`src/rtl/branch_counter_table_pkg.sv`:
```
// Shared predictor definitions: counter width, table geometry and 2-bit counter states.
package branch_counter_table_pkg;

   localparam int unsigned CTR_W   = 2;
   localparam int unsigned NUM_CTR = 16;
   localparam int unsigned IDX_W   = 4;

   // Saturating 2-bit counter states
   localparam logic [CTR_W-1:0] SNT = CTR_W'(0);  // strongly not-taken
   localparam logic [CTR_W-1:0] WNT = CTR_W'(1);  // weakly not-taken
   localparam logic [CTR_W-1:0] WT  = CTR_W'(2);  // weakly taken
   localparam logic [CTR_W-1:0] ST  = CTR_W'(3);  // strongly taken

endpackage

```
`src/rtl/branch_counter_table_if.sv`:
```
// Update and lookup bus between the predictor front end and the counter table.
interface branch_counter_table_if;
   import branch_counter_table_pkg::*;

   logic             upd_valid;
   logic [IDX_W-1:0] upd_index;
   logic             upd_taken;
   logic             pred_valid;
   logic [IDX_W-1:0] pred_index;
   logic             pred_out_valid;
   logic             pred_taken;
   logic [CTR_W-1:0] pred_counter;

   modport master (
      output upd_valid, upd_index, upd_taken, pred_valid, pred_index,
      input  pred_out_valid, pred_taken, pred_counter
   );

   modport slave (
      input  upd_valid, upd_index, upd_taken, pred_valid, pred_index,
      output pred_out_valid, pred_taken, pred_counter
   );

endinterface

```
`src/rtl/branch_counter_table_sat_counter_2bit.sv`:
```
// Saturating 2-bit counter next-state: taken counts up to ST, not-taken down to SNT.
module sat_counter_2bit
   import branch_counter_table_pkg::*;
(
   input  logic [CTR_W-1:0] cur_i,
   input  logic             taken_i,
   output logic [CTR_W-1:0] next_c
);

   // Step toward the resolved direction, holding at either end
   always_comb begin
      next_c = cur_i;
      if (taken_i) begin
         if (cur_i != ST) next_c = cur_i + CTR_W'(1);
      end else begin
         if (cur_i != SNT) next_c = cur_i - CTR_W'(1);
      end
   end

endmodule

```
`src/rtl/branch_counter_table.sv`:
```
// 16-entry table of 2-bit branch counters with staged updates and forwarded lookups.
module branch_counter_table
   import branch_counter_table_pkg::*;
#(
   parameter logic [CTR_W-1:0] INIT_STATE = WNT
) (
   input  logic                    clk,
   input  logic                    rst,
   input  logic                    clear,
   branch_counter_table_if.slave   bus,
   output logic [CTR_W-1:0]        counter0,
   output logic [CTR_W-1:0]        counter1,
   output logic [CTR_W-1:0]        counter2,
   output logic [CTR_W-1:0]        counter3,
   output logic [CTR_W-1:0]        counter4,
   output logic [CTR_W-1:0]        counter5,
   output logic [CTR_W-1:0]        counter6,
   output logic [CTR_W-1:0]        counter7,
   output logic [CTR_W-1:0]        counter8,
   output logic [CTR_W-1:0]        counter9,
   output logic [CTR_W-1:0]        counter10,
   output logic [CTR_W-1:0]        counter11,
   output logic [CTR_W-1:0]        counter12,
   output logic [CTR_W-1:0]        counter13,
   output logic [CTR_W-1:0]        counter14,
   output logic [CTR_W-1:0]        counter15
);

   logic [CTR_W-1:0] cnt_q [NUM_CTR];
   logic [CTR_W-1:0] cnt_d [NUM_CTR];

   logic             stage_valid_q, stage_valid_d;
   logic [IDX_W-1:0] stage_index_q, stage_index_d;
   logic             stage_taken_q, stage_taken_d;

   logic             pred_out_valid_q, pred_out_valid_d;
   logic             pred_taken_q, pred_taken_d;
   logic [CTR_W-1:0] pred_counter_q, pred_counter_d;

   logic [CTR_W-1:0] wr_cur_c, wr_next_c;
   logic [CTR_W-1:0] fwd_cur_c, fwd_next_c;
   logic             fwd_hit_c;

   assign wr_cur_c  = cnt_q[stage_index_q];
   assign fwd_cur_c = cnt_q[bus.pred_index];
   assign fwd_hit_c = stage_valid_q && (stage_index_q == bus.pred_index);

   sat_counter_2bit u_sat_wr (
      .cur_i   (wr_cur_c),
      .taken_i (stage_taken_q),
      .next_c  (wr_next_c)
   );

   // Same next-state applied ahead of time so a lookup sees the in-flight update
   sat_counter_2bit u_sat_fwd (
      .cur_i   (fwd_cur_c),
      .taken_i (stage_taken_q),
      .next_c  (fwd_next_c)
   );

   // Stage the incoming update; clear suppresses a same-cycle strobe
   always_comb begin
      stage_valid_d = bus.upd_valid & ~clear;
      stage_index_d = bus.upd_index;
      stage_taken_d = bus.upd_taken;
   end

   // Array write: clear wins over the staged update
   always_comb begin
      cnt_d = cnt_q;
      if (clear) begin
         cnt_d = '{default: INIT_STATE};
      end else if (stage_valid_q) begin
         cnt_d[stage_index_q] = wr_next_c;
      end
   end

   // Lookup result: forwarded effective counter on request, otherwise hold
   always_comb begin
      pred_out_valid_d = bus.pred_valid;
      pred_counter_d   = pred_counter_q;
      pred_taken_d     = pred_taken_q;
      if (bus.pred_valid) begin
         pred_counter_d = fwd_hit_c ? fwd_next_c : fwd_cur_c;
         pred_taken_d   = pred_counter_d[CTR_W-1];
      end
   end

   // State registers
   always_ff @(posedge clk or posedge rst) begin
      if (rst) begin
         cnt_q            <= '{default: INIT_STATE};
         stage_valid_q    <= 1'b0;
         stage_index_q    <= '0;
         stage_taken_q    <= 1'b0;
         pred_out_valid_q <= 1'b0;
         pred_taken_q     <= 1'b0;
         pred_counter_q   <= INIT_STATE;
      end else begin
         cnt_q            <= cnt_d;
         stage_valid_q    <= stage_valid_d;
         stage_index_q    <= stage_index_d;
         stage_taken_q    <= stage_taken_d;
         pred_out_valid_q <= pred_out_valid_d;
         pred_taken_q     <= pred_taken_d;
         pred_counter_q   <= pred_counter_d;
      end
   end

   assign bus.pred_out_valid = pred_out_valid_q;
   assign bus.pred_taken     = pred_taken_q;
   assign bus.pred_counter   = pred_counter_q;

   assign counter0  = cnt_q[0];
   assign counter1  = cnt_q[1];
   assign counter2  = cnt_q[2];
   assign counter3  = cnt_q[3];
   assign counter4  = cnt_q[4];
   assign counter5  = cnt_q[5];
   assign counter6  = cnt_q[6];
   assign counter7  = cnt_q[7];
   assign counter8  = cnt_q[8];
   assign counter9  = cnt_q[9];
   assign counter10 = cnt_q[10];
   assign counter11 = cnt_q[11];
   assign counter12 = cnt_q[12];
   assign counter13 = cnt_q[13];
   assign counter14 = cnt_q[14];
   assign counter15 = cnt_q[15];

endmodule

```
`src/flat_wrapper.sv`:
```
// flat-port wrapper written by rule: the top's interface ports become plain ports
module branch_counter_table_flat import branch_counter_table_pkg::*;
#(
   parameter logic [CTR_W-1:0] INIT_STATE = WNT
)
  (clk, rst, clear, counter0, counter1, counter2, counter3, counter4, counter5, counter6, counter7, counter8, counter9, counter10, counter11, counter12, counter13, counter14, counter15, bus_upd_valid, bus_upd_index, bus_upd_taken, bus_pred_valid, bus_pred_index, bus_pred_out_valid, bus_pred_taken, bus_pred_counter);
  branch_counter_table_if bus_i ();
  input  logic clk;
  input  logic rst;
  input  logic clear;
  output logic [CTR_W-1:0] counter0;
  output logic [CTR_W-1:0] counter1;
  output logic [CTR_W-1:0] counter2;
  output logic [CTR_W-1:0] counter3;
  output logic [CTR_W-1:0] counter4;
  output logic [CTR_W-1:0] counter5;
  output logic [CTR_W-1:0] counter6;
  output logic [CTR_W-1:0] counter7;
  output logic [CTR_W-1:0] counter8;
  output logic [CTR_W-1:0] counter9;
  output logic [CTR_W-1:0] counter10;
  output logic [CTR_W-1:0] counter11;
  output logic [CTR_W-1:0] counter12;
  output logic [CTR_W-1:0] counter13;
  output logic [CTR_W-1:0] counter14;
  output logic [CTR_W-1:0] counter15;
  input wire logic [$bits(bus_i.upd_valid)-1:0] bus_upd_valid;
  input wire logic [$bits(bus_i.upd_index)-1:0] bus_upd_index;
  input wire logic [$bits(bus_i.upd_taken)-1:0] bus_upd_taken;
  input wire logic [$bits(bus_i.pred_valid)-1:0] bus_pred_valid;
  input wire logic [$bits(bus_i.pred_index)-1:0] bus_pred_index;
  output wire logic [$bits(bus_i.pred_out_valid)-1:0] bus_pred_out_valid;
  output wire logic [$bits(bus_i.pred_taken)-1:0] bus_pred_taken;
  output wire logic [$bits(bus_i.pred_counter)-1:0] bus_pred_counter;
  assign bus_i.upd_valid = bus_upd_valid;
  assign bus_i.upd_index = bus_upd_index;
  assign bus_i.upd_taken = bus_upd_taken;
  assign bus_i.pred_valid = bus_pred_valid;
  assign bus_i.pred_index = bus_pred_index;
  assign bus_pred_out_valid = bus_i.pred_out_valid;
  assign bus_pred_taken = bus_i.pred_taken;
  assign bus_pred_counter = bus_i.pred_counter;
  branch_counter_table #(.INIT_STATE(INIT_STATE)) u_core (.clk(clk), .rst(rst), .clear(clear), .bus(bus_i), .counter0(counter0), .counter1(counter1), .counter2(counter2), .counter3(counter3), .counter4(counter4), .counter5(counter5), .counter6(counter6), .counter7(counter7), .counter8(counter8), .counter9(counter9), .counter10(counter10), .counter11(counter11), .counter12(counter12), .counter13(counter13), .counter14(counter14), .counter15(counter15));
endmodule
```
`config.mk`:
```
export PLATFORM = sky130hd
export DESIGN_NAME = branch_counter_table_flat
export DESIGN_NICKNAME = d
export VERILOG_FILES = /design/src/rtl/branch_counter_table_pkg.sv /design/src/rtl/branch_counter_table_if.sv /design/src/rtl/branch_counter_table_sat_counter_2bit.sv /design/src/rtl/branch_counter_table.sv /design/src/flat_wrapper.sv
export SDC_FILE = /design/constraint.sdc
export NUM_CORES = 1
export LEC_CHECK = 0
export ABC_AREA = 1
export CAP_MARGIN = 20
export CORE_ASPECT_RATIO = 0.5
export CORE_MARGIN = 2
export CORE_UTILIZATION = 53
export DETAILED_ROUTE_END_ITERATION = 8
export GPL_ROUTABILITY_DRIVEN = 0
export GPL_TIMING_DRIVEN = 1
export PLACE_DENSITY_LB_ADDON = 0.05
export SKIP_CTS_REPAIR_TIMING = 1
export SLEW_MARGIN = 20
export SYNTH_ARGS = -nofsm -noshare
export SYNTH_HDL_FRONTEND = slang
export SYNTH_SLANG_ARGS = --single-unit
```
`constraint.sdc`:
```
create_clock -name clk -period 1.9 [get_ports clk]
set_input_delay 0.19 -clock clk [delete_from_list [all_inputs] [get_ports clk]]
set_output_delay 0.19 -clock clk [all_outputs]
set_load 0.05 [all_outputs]
```
# Word level (Yosys, flattened, before mapping)
# Index checks and enable logic that the tools add are counted.
[op_classes]
addsub = 4
n_lt_le_gt_ge = 3
eq_ne = 3
mux = 18
bitwise = 4
reduce_logical = 5
[ops]
columns = ["cell", "count"]
rows = [
  ["32-bit two-way mux", 2],
  ["32-bit bitwise mux", 1],
  ["2-bit two-way mux", 12],
  ["2-bit binary-select mux with 4-bit select", 2],
  ["5-bit greater-or-equal comparator, second input constant", 2],
  ["4-bit inverter with 5-bit output", 2],
  ["2-bit demux with 4-bit select", 1],
  ["2-bit nonzero test", 3],
  ["5-bit by 1-bit less-than comparator with 1-bit output, second input constant", 1],
  ["2-bit by 1-bit adder with 2-bit output, second input constant", 2],
  ["4-bit == test", 1],
  ["2-bit != test, second input constant", 2],
  ["2-bit by 1-bit subtractor with 2-bit output, second input constant", 2],
  ["1-bit logical AND", 2],
  ["1-bit bitwise AND", 1],
  ["1-bit inverter", 1],
]
[totals]
reg_bits = 42
input_bits = 14
output_inout_bits = 36
elab_cells = 59

# Longest topological paths before layout
# Gate-level depths: netlist of the first run.
[depth]
depth_word = 10
ltp_mapped = 14
mapped_depth_nobuf = 13

# By module
# From an unflattened synthesis of the first run, not the netlist that was laid out.
[unflattened]
cells_unflattened = 322
hier_area_um2 = 2358.5
[by_module_without_submodules]
columns = ["module", "instances", "cells_per_inst", "area_per_inst_um2", "seq_area_each_um2"]
rows = [
  ["branch_counter_table", 1, 310, 2308.5, 1047.3],
  ["sat_counter_2bit", 2, 6, 25.0, 0.0],
]

# Least setup slack after synthesis of the first run
# Ideal clock, no wire load.
[synth_timing]
path_kind = "flip-flop to flip-flop"
from = "reg u_core.cnt_q, in the netlist u_core.counter2[1]"
to = "reg u_core.cnt_q, in the netlist u_core.counter1[1]"
setup_time_ns = 0.118
arrival_time_ns = 1.604
required_ns = 1.782
path_slack_ns = 0.178
stages_incl_launch_ff = 12
n_path_buf = 1
period_less_slack_ns = 1.722
path_cell_list = "dfrtp_1 -> nand2_1 -> nand2_1 -> nand2_1 -> nand2_1 -> nand2_1 -> nand2_1 -> o21ai_4 -> nand2_4 -> buf_6 -> nand3_2 -> nand2_1"
[synth_between]
elab_chain_len = 9
elab_cells_between_ends = 13
cone_classes = "add/sub: 2; eq/ne: 1; mux: 9; reduce/logical: 1"
[synth_rtl]
columns = ["element", "line_no", "source"]
rows = [
  ["start, declared", "branch_counter_table.sv:29", "logic [CTR_W-1:0] cnt_q [NUM_CTR];"],
  ["start signal, assigned", "branch_counter_table.sv:100", "cnt_q <= cnt_d;"],
  ["2-bit binary-select mux with 4-bit select *", "branch_counter_table.sv:44", "assign wr_cur_c = cnt_q[stage_index_q];"],
  ["2-bit two-way mux (implied by the code) * (2 in series)", "branch_counter_table.sv:44", ""],
  ["2-bit by 1-bit subtractor with 2-bit output, or another cell as far along", "branch_counter_table_sat_counter_2bit.sv:16", "if (cur_i != SNT) next_c = cur_i - CTR_W'(1);"],
  ["2-bit two-way mux (on tied branches)", "branch_counter_table_sat_counter_2bit.sv:16, branch_counter_table_sat_counter_2bit.sv:14", ""],
  ["2-bit two-way mux *", "branch_counter_table_sat_counter_2bit.sv:13", "if (taken_i) begin"],
  ["32-bit bitwise mux *", "branch_counter_table.sv:74", "cnt_d[stage_index_q] = wr_next_c;"],
  ["32-bit two-way mux *", "branch_counter_table.sv:73", "end else if (stage_valid_q) begin"],
  ["32-bit two-way mux *", "branch_counter_table.sv:71", "if (clear) begin"],
]
# Every way passes the cells marked *; elsewhere a longest branch is shown, timed or not. The select of a mux whose other input is x is not followed.
# A chain may end at the register's enable or synchronous reset.

# Worst setup path in the final report of the first run
[layout_timing]
from = "reg u_core.cnt_q, in the netlist u_core.counter8[0]"
to = "out counter8[0]"
[layout_lines]
columns = ["element", "line_no", "source"]
rows = [
  ["end, declared", "flat_wrapper.sv:19", "output logic [CTR_W-1:0] counter8;"],
]
# No word-level cell between the ends.

==> results.md, run 1 <==
Run status:
- The run finished with clean final reports.

Synthesis:
- After synthesis, the share of flip-flops with an asynchronous set or reset is 1.000.
- The count of flip-flops with a built-in enable after synthesis is 0.
- Yosys attributes the largest share of cell area to nand2_1 22%, dfrtp_1 22%, dfstp_2 16%, nor2_1 6.9%, nand3_1 6.3%.
- The post-synthesis cell type count is 27.
- Counting every net in the synthesized netlist gives 431.
- Of the synthesized area, sequential elements account for 0.3848.
- Of the post-synthesis cell area, the dominant cell type holds 0.2221.
- The total number of yosys warnings is 0.
- The cell count after synthesis came out at 417.
- The cell area after synthesis is between 0.002 and 0.003 sq mm.
- The top flip-flop cell by instance count after synthesis is dfrtp_1.
- Counting flops and latches in the post-synthesis netlist gives 41.
- The library cell occupying the most area in the post-synthesis netlist is nand2_1.
- The average instance area after synthesis is 6.526 sq um.

Power:
- The peak supply drop is around 0.38 mV.
- In this run the static leakage power is 1.736 nW.
- Power comes to 0.002151 W.
- For this design the ratio of total power to cell area is 625.7 mW/mm^2.

Die:
- The starting utilization of the core area is 0.5518.
- The count of standard-cell rows is 18.
- The number of ports placed on the die boundary is 50.
- The total die area is around 0.0058 sq mm.
- The die boundary height is 54.67 um.
- After floorplanning, the core was sized to cover 0.004932 sq mm.
- The x dimension of the die is between 100 and 150 um.

Setup path:
- Data on the critical path is required at its endpoint by 1.71 ns.
- The delay contributed by the slowest stage of the critical path is 0.81 ns.
- The family of cells with the greatest summed delay on the critical path is buffers and inverters.
- The path depth of the worst reg2reg path is 11.
- In this run the critical register-to-register path is captured at u_core.counter7[1]$_DFFE_PP0P_.
- The library cell contributing the largest single delay on the critical path is clkdlybuf4s50_1.
- The critical path is of the reg -> out type.
- The startpoint type of the worst setup path is a flop.
- Along the worst path, the maximum fanout reaches 4.
- The signal on the critical path passes through clkdlybuf4s50_1.
- The endpoint kind of the worst setup timing path is an output port.
- For flop-to-flop paths, the worst setup slack is 0.05 ns.
- The number of buffers and inverters on the critical path is 1.
- The signal arrival time at the worst endpoint is 1.68 ns.
- The reg-to-reg startpoint is u_core.stage_index_q[0]$_DFF_PP0_.

Run:
- Across the run, the number of max-cap violations was 0.

Global routing:
- The total overflow left after global routing is 0.
- The wire length of the first global-routing pass is 12.34 mm.
- Entering global routing, the biggest net connects 42 pins.
- The initial antenna violation count is 0.
- The number of global-route vias before repair is 2467.
- The global-route usage over all layers is 0.2822.

Timing:
- Across all setup checks in the final design, the least slack found is 0.03401 ns.
- The count of pins over their slew limit is 0.
- The final setup violation count is 0.
- Timing would allow up to 535.9 MHz.
- The worst hold margin is ~0.32 ns.
- The count of final hold-check violations is 0.
- The worst pin sits at a relative slew slack of 0.6561.
- Setup repair after global routing could not meet its margin everywhere.
- Across the routed clock network, the largest skew measured is 0.01228 ns.
- For the pin with the worst max-slew slack, the measured transition is 0.5143 ns.
- The final worst-path cycle share is 0.9821.
- The clock period minus worst slack is 1.866 ns.

Finish:
- The count of antenna diodes in the layout is 0.
- For this run, the share of the core covered by cells in the final layout is 0.6971.
- Of the cells placed in the final design, the portion with a size suffix greater than 1 is 0.1618.
- Leaving out fill and tap cells, the most frequent cell in the layout is nand2_1.
- The number of nets in the layout is 489.
- From synthesis to final layout, the design area changed by 26.34%.
- Leaving out fill and tap cells, the most frequent cells in the layout are 161 x nand2_1, 49 x nor2_1, 44 x inv_1, 36 x clkdlybuf4s50_1, 34 x nand3_1.

Clock tree:
- The clock-pin slew reported for the worst setup and hold paths after clock tree synthesis is 0.08 ns.
- The master cell of the clock root buffer is clkbuf_8.
- No sink is reached through more buffers than the 2 on the longest clock path.
- The number of clock sinks seen by CTS is slightly above 40.
- The clock buffer count from CTS is 5.
- TritonCTS built the clock tree.
- At the later pin of the worst-skew pair, clock insertion delay measures 0.30 ns.
- The number of H-tree levels is 2.

Detailed routing:
- The first TritonRoute pass finished after 5 iterations.
- Dividing the detail-routed via count by the number of cells gives 5.390.
- The DRC violation count after routing is 0.
- The residual antenna-violating net count after detailed routing is 0.
- In this run, the number of DRC markers left after iteration 0 of detailed routing was 284.
- The final route contains 2943 vias.
- After detailed routing, the average wire length per cell comes to between 10 and 15 um.
- The final layout contains routed wiring with a total length of 8.073 mm.

Placement:
- OpenSTA, run right after detailed placement, puts the worst setup slack at 0.008870 ns.
- The placed wire-length estimate after detailed placement is 5.839 mm.
- Buffers placed on the I/O ports in this run total 49.

Worst hold path:
- In this run the worst hold path is classified as in -> async.
-- per-layer routing --
| metal | vias up | global-route usage | share of wire |
|---|---|---|---|
| met5 | - | 0 | 0 |
| met4 | 0 | 0.07778 | 0.0099 |
| met3 | 15 | 0.07143 | 0.11 |
| met2 | 177 | 0.4215 | 0.42 |
| met1 | 1322 | 0.4070 | 0.45 |
| li1 | 1429 | - | - |
-- worst max-delay path by stage --
stage | start | endpoint | cells past startpoint | slack, ns
3_3_place_gp | bus_pred_index[0] | u_core.bus.pred_counter[1]$_DFFE_PP0P_ | 11 | 0.02
2_1_floorplan | u_core.counter2[1]$_DFFE_PP0P_ | u_core.counter1[1]$_DFFE_PP0P_ | 11 | 0.18
6_report | u_core.counter8[0]$_DFFE_PP1P_ | counter8[0] | 1 | 0.03
3_5_place_dp | bus_pred_index[0] | u_core.bus.pred_counter[1]$_DFFE_PP0P_ | 11 | 0.009
4_1_cts | u_core.counter8[0]$_DFFE_PP1P_ | counter8[0] | 1 | 0.03
5_1_grt | u_core.stage_index_q[0]$_DFF_PP0_ | u_core.counter13[0]$_DFFE_PP1P_ | 13 | -0.02
-- Yosys cell counts (2+ instances only) --
cell,instances
buf_6,3
clkbuf_1,8
o21ai_0,11
inv_1,44
nand2_4,2
buf_4,2
nand2_1,161
nand3_2,10
a31oi_1,3
nand4_1,2
nand2_2,4
dfrtp_1,24
o211ai_1,2
dfstp_2,17
nand3_1,34
nor2_1,50
nor3_1,16
a21oi_1,15
-- where the power goes --
part,total (W),switching (W),leakage [nW],internal (W)
Sequential,0.000956,0.0000360,0.497,0.000920
Combinational,0.000500,0.000344,1.18,0.000156
Clock,0.000696,0.000306,0.0552,0.000390
-- logic make-up (layout without fill, tap and decap cells) --
group,after synthesis,count (layout),synth area share
compound gates,34,34,0.07127
xor+xnor,1,1,0.003219
buf+inv,61,118,0.09655
flops,41,41,0.3848
simple gates,280,282,0.4441
-- sequential cells by signal, indices dropped and copies added, names as in the netlist, 2 cells and up --
name	cells
u_core.counter11	2
u_core.counter1	2
u_core.counter13	2
u_core.counter0	2
u_core.stage_index_q	4
u_core.counter4	2
u_core.counter10	2
u_core.counter3	2
u_core.counter15	2
u_core.counter9	2
u_core.counter8	2
u_core.counter6	2
u_core.bus.pred_counter	2
u_core.counter7	2
u_core.counter14	2
u_core.counter2	2
u_core.counter12	2
u_core.counter5	2
-- stage by stage --
stage / instances / instance area, sq um / TNS, ns
2_1_floorplan: 417 / 2721 / 0
3_3_place_gp: 535 / 3284 / 0
3_5_place_dp: 535 / 3284 / 0
4_1_cts: 543 / 3392 / 0
5_1_grt: 546 / 3438 / -0.08601
6_report: 546 / 3438 / 0
-- layout make-up --
class | instances | area [sq um]
fill | 430 | 1494
timing repair buffer | 64 | 578.1
tap | 70 | 87.58
inverter | 46 | 175.2
clock inverter | 2 | 35.03
multi-input combinational | 317 | 1441
clock buffer | 6 | 72.57
sequential | 41 | 1049
(Power assumes the default switching activity.)
==> inputs of run 2 (changes only) <==
--- a/config.mk
+++ b/config.mk
@@ -15,7 +15,7 @@
 export GPL_TIMING_DRIVEN = 1
 export PLACE_DENSITY_LB_ADDON = 0.05
 export SKIP_CTS_REPAIR_TIMING = 1
-export SLEW_MARGIN = 20
+export SLEW_MARGIN = 40
 export SYNTH_ARGS = -nofsm -noshare
 export SYNTH_HDL_FRONTEND = slang
 export SYNTH_SLANG_ARGS = --single-unit
==> results of run 2 <==
The final DEF is identical to that of run 1; final timing and power are the same.
